File: src/rtl/rv32_mem_store_unit.sv
// MEM-stage store engine: turns SB/SH/SW into word-aligned, byte-enabled write
// requests on the data-memory or IO port (addr[31] selects IO) with ack timeout.
module rv32_mem_store_unit #(
  parameter int ACK_TIMEOUT = 16,
  parameter int TMO_W       = 8
) (
  input  logic        clk,
  input  logic        reset,
  input  logic [31:0] pc_in,
  input  logic [31:0] iw_in,
  input  logic [31:0] alu_result_in,
  input  logic [31:0] rs2_data_in,
  input  logic        store_valid_in,
  output logic        memif_req,
  output logic [31:0] memif_addr,
  output logic [31:0] memif_wdata,
  output logic [3:0]  memif_be,
  input  logic        memif_ack,
  output logic        io_req,
  output logic [31:0] io_addr,
  output logic [31:0] io_wdata,
  output logic [3:0]  io_be,
  input  logic        io_ack,
  output logic        stall_out,
  output logic        store_done,
  output logic        misaligned_exc,
  output logic        bus_err,
  output logic [31:0] exc_pc
);

  typedef enum logic [1:0] {IDLE, MEM_REQ, IO_REQ} state_t;

  state_t             state_reg;
  logic [TMO_W-1:0]   cnt_reg;
  logic [31:0]        pc_reg;

  logic [1:0]         size;
  logic [1:0]         lo;
  logic               misaligned;
  logic [3:0]         be_next;
  logic [31:0]        wdata_next;
  logic [31:0]        addr_next;
  logic               active_ack;
  logic               timeout;
  logic               unused_iw;

  assign size      = iw_in[13:12];
  assign lo        = alu_result_in[1:0];
  assign addr_next = {alu_result_in[31:2], 2'b00};
  assign unused_iw = ^{iw_in[31:14], iw_in[11:0]};

  assign misaligned = (size == 2'd3) ||
                      (size == 2'd1 && lo[0]) ||
                      (size == 2'd2 && lo != 2'd0);

  // Per-lane byte enable and replicated write data.
  genvar gi;
  generate
    for (gi = 0; gi < 4; gi++) begin : g_lane
      assign be_next[gi] = (size == 2'd0) ? (lo == 2'(gi)) :
                           (size == 2'd1) ? (lo[1] == 1'(gi / 2)) : 1'b1;
      assign wdata_next[8*gi +: 8] = (size == 2'd0) ? rs2_data_in[7:0] :
                                     (size == 2'd1) ? rs2_data_in[8*(gi%2) +: 8] :
                                                      rs2_data_in[8*gi +: 8];
    end
  endgenerate

  assign active_ack = (state_reg == MEM_REQ && memif_ack) ||
                      (state_reg == IO_REQ  && io_ack);
  assign timeout    = (state_reg != IDLE) && (cnt_reg == TMO_W'(ACK_TIMEOUT - 1));

  always_comb begin
    stall_out = 1'b0;
    if (state_reg == IDLE)
      stall_out = store_valid_in && !misaligned;
    else
      stall_out = !active_ack && !timeout;
  end

  always_ff @(posedge clk) begin
    if (!reset) begin
      state_reg      <= IDLE;
      cnt_reg        <= '0;
      pc_reg         <= '0;
      memif_req      <= 1'b0;
      memif_addr     <= '0;
      memif_wdata    <= '0;
      memif_be       <= '0;
      io_req         <= 1'b0;
      io_addr        <= '0;
      io_wdata       <= '0;
      io_be          <= '0;
      store_done     <= 1'b0;
      misaligned_exc <= 1'b0;
      bus_err        <= 1'b0;
      exc_pc         <= '0;
    end else begin
      store_done     <= 1'b0;
      misaligned_exc <= 1'b0;
      bus_err        <= 1'b0;
      exc_pc         <= '0;
      case (state_reg)
        IDLE: begin
          if (store_valid_in) begin
            if (misaligned) begin
              misaligned_exc <= 1'b1;
              exc_pc         <= pc_in;
            end else begin
              pc_reg  <= pc_in;
              cnt_reg <= '0;
              if (alu_result_in[31]) begin
                io_req    <= 1'b1;
                io_addr   <= addr_next;
                io_wdata  <= wdata_next;
                io_be     <= be_next;
                state_reg <= IO_REQ;
              end else begin
                memif_req   <= 1'b1;
                memif_addr  <= addr_next;
                memif_wdata <= wdata_next;
                memif_be    <= be_next;
                state_reg   <= MEM_REQ;
              end
            end
          end
        end
        MEM_REQ, IO_REQ: begin
          if (active_ack || timeout) begin
            // Ack wins over a simultaneous timeout.
            memif_req   <= 1'b0;
            memif_addr  <= '0;
            memif_wdata <= '0;
            memif_be    <= '0;
            io_req      <= 1'b0;
            io_addr     <= '0;
            io_wdata    <= '0;
            io_be       <= '0;
            state_reg   <= IDLE;
            if (active_ack) begin
              store_done <= 1'b1;
            end else begin
              bus_err <= 1'b1;
              exc_pc  <= pc_reg;
            end
          end else begin
            cnt_reg <= cnt_reg + TMO_W'(1);
          end
        end
        default: state_reg <= IDLE;
      endcase
    end
  end

endmodule

File: config.mk
export PLATFORM = sky130hd
export DESIGN_NAME = rv32_mem_store_unit
export DESIGN_NICKNAME = d
export VERILOG_FILES = /design/src/rtl/rv32_mem_store_unit.sv
export SDC_FILE = /design/constraint.sdc
export NUM_CORES = 1
export LEC_CHECK = 0
export BUFFER_PORTS_ARGS = -buffer_cell sky130_fd_sc_hd__buf_4
export CAP_MARGIN = 15
export CORE_AREA = 5 5 136 138
export CTS_CLUSTER_SIZE = 14
export DETAILED_ROUTE_END_ITERATION = 10
export DIE_AREA = 0 0 141 143
export GPL_TIMING_DRIVEN = 0
export HOLD_SLACK_MARGIN = 0.1
export PLACE_DENSITY = 0.8
export SLEW_MARGIN = 20
export SYNTH_ARGS = -nofsm -noshare
export SYNTH_HDL_FRONTEND = slang
export SYNTH_SLANG_ARGS = --single-unit
File: constraint.sdc
create_clock -name clk -period 4.8 [get_ports clk]
set_input_delay 0.48 -clock clk [delete_from_list [all_inputs] [get_ports clk]]
set_output_delay 0.48 -clock clk [all_outputs]
set_load 0.05 [all_outputs]
==> reports/results.tsv <==
metric	value	unit
status	finished, final reports clean	
VDD IR-drop max	306	uV
wire per inst	17.8	um
Std-Cell Rows	48	
top-area cell type share of the netlist area	0.497	
CP Cell Sequence	inv_1, ha_1, or4_4, o31a_1, nand2_1, nand2_1, buf_4	
sequential area share after synthesis	0.497	
Port Buffers	269	
warnings from Yosys	0	
FF+latch count, synth	209	
top cells by count, synth	nand2_1, dfxtp_1, mux2i_1, a21oi_1, clkbuf_1	
slowest stage delay, CP	0.49	ns
cell taking the most area after synthesis	dfxtp_1	
Critical Path End Type	primary output	
Max Cap Viol	0	
final critical-path required period	2.98	ns
TritonCTS clock tree	yes	
Hold Slack	0.236	ns
DRT antenna net count	0	
Critical Path AT	2.50	ns
Hold Crit Class	input pin to flop	
Antenna Cells	0	
worst clock skew	0.0164	ns
Root Driver	clkbuf_16	
r2r startpoint	state_reg[0]$_SDFFE_PN0P_	
Die Span Y	143	um
hold-fix buffers at CTS	0	
buffer depth of the longest clock path	3	
core box area	17100	sq um
initial antenna violation count	0	
Slew Viols, Final	0	
ys async rst share	0	
WS Path Type	flop to primary output	
Yosys cell types	41	
Leak Pwr	5.53	nW
IO Count	307	
share of layout cells above drive strength 1	0.272	
CP dominant cell by count	nand2_1	
number of synthesized flops with an enable pin	0	
syn_area_per_cell	8.96	sq um
Hold Path Origin	pc_in[31]	
Worst-path clk slew	0.06	ns
total wire length	26300	um
Synth Instances	940	
reg2reg end	exc_pc[4]$_SDFF_PN0_	
Vias	7736	
crit-path max FO	7	
R2R cell count	8	
Total GRT Usage	0.246	
Post-Syn Area	8420	sq um
startpoint types	flop	
iteration-0 DRC count of the detailed router	430	
largest net degree at the start of global routing	14	
CP max-delay cell	or4_4	
DIE AREA	20200	sq um
Die X	141	um
area growth from synthesis to layout	35.8	%
Hold Path Cell Cnt	3	
Power Dens Cells	403	nW/um^2
top-count cell post-synth	nand2_1	
RSZ-0062 raised after global routing	no	
Final period util	0.620	
vias per cell	5.23	
Slew HR	0.454	
Post-CTS Resized	0	
Post-CTS Setup Bufs	0	
grt ovf	0	
routability cong.	0.890	
Clk Latency, worst-skew pair	0.50	ns
TritonRoute pass-1 iters	4	
H-tree Lvls	1	
CTS Buf Count	22	
global-route wire length before repair	40200	um
Synth Flop Type	dfxtp_1	
setup_tns	0	ns
# setup viols final	0	
# clock sinks	209	
Hold EP	pc_reg[31]$_SDFFE_PN0P_	
CP required	4.32	ns
reg2reg setup slack	2.00	ns
# nets final	1375	
DP HPWL	19800	um
initial core utilization	0.494	
final hold violation count	0	
vias in the first global route	7567	
slew at the pin closest to its max-slew limit	0.816	ns
fmax	336	MHz
largest cells by area after synthesis	dfxtp_1, mux2i_1, nand2_1	
post-route DRC violation count	0	
## layout make-up
cell class                      count  area [sq um]
Fill cell                        1399          5610
Sequential cell                   209          4180
Multi-Input combinational cell    654          3840
Timing Repair Buffer              269          2020
Clock buffer                       35           671
Buffer                             75           397
Tap cell                          225           282
Clock inverter                      5          32.5
Inverter                            6          22.5
## power by group
group	total [W]	switching (W)	leakage [nW]	internal (W)
Combinational	0.00107	0.000712	3.49	0.000354
Sequential	0.00191	0.0000615	1.70	0.00185
Clock	0.00164	0.000682	0.336	0.000958
Total	0.00462	0.00145	5.53	0.00316
## per-stage QoR
stage / instances / utilization / setup slack (ns) / total power (W) / area, sq um
2_1_floorplan: 944 / - / 2.35 / 0.00265 / 8440
5_1_grt: 1478 / 0.671 / 1.74 / 0.00479 / 11400
3_3_place_gp: 1438 / 0.630 / 1.90 / 0.00299 / 10700
3_5_place_dp: 1438 / 0.630 / 1.85 / 0.00301 / 10700
4_1_cts: 1478 / 0.671 / 1.83 / 0.00464 / 11400
6_report: 1478 / 0.671 / 1.82 / 0.00462 / 11400
## layer usage
metal / part of all wire / up-vias / GRT usage / routed length, um
li1: - / 3729 / - / -
met2: 0.48 / 278 / 0.420 / 12700
met4: 0.040 / 0 / 0.105 / 1050
met5: 0 / - / 0 / 0
met1: 0.41 / 3665 / 0.307 / 10900
met3: 0.063 / 64 / 0.0455 / 1660
## worst max-delay path by stage
stage                                    from                  endpoint  slack (ns)  depth (start not counted)
floorplan           state_reg[0]$_SDFFE_PN0P_  memif_be[1]$_SDFFE_PN0P_        2.35                          9
global placement                    iw_in[13]                 stall_out        1.90                          7
detailed placement                  iw_in[13]                 stall_out        1.85                          7
CTS                 state_reg[0]$_SDFFE_PN0P_                 stall_out        1.83                          7
global route                        iw_in[13]                 stall_out        1.74                          7
finish              state_reg[0]$_SDFFE_PN0P_                 stall_out        1.82                          7
## critical path: cells and delay by family (launching register included)
kind / cells / cell delay (ns)
and+or+nand+nor: 3 / 0.65
DFF: 1 / 0.39
AOI/OAI and AO/OA: 1 / 0.35
buffers and inverters: 2 / 0.31
adders and majority gates: 1 / 0.30
## placed cells by master, fill, tap and decap left out, types with 6 or more instances in the layout
cell / netlist / layout
a21oi_1: 68 / 68
buf_4: 6 / 275
buf_6: 12 / 12
clkbuf_1: 53 / 60
clkbuf_16: 0 / 23
dfxtp_1: 209 / 209
mux2_2: 16 / 16
mux2i_1: 140 / 140
nand2_1: 312 / 312
nand3_1: 35 / 35
nor3_1: 7 / 7
o21ai_0: 23 / 23
o22a_1: 6 / 6
## logic make-up after synthesis
| family | share of synthesized area |
|---|---|
| DFF | 0.497 |
| buffers and inverters | 0.0498 |
| adders and majority gates | 0.00743 |
| other | 0.000445 |
| AOI/OAI and AO/OA | 0.0774 |
| muxes | 0.188 |
| and+or+nand+nor | 0.181 |
No activity file was read; power rests on OpenSTA's default activity.
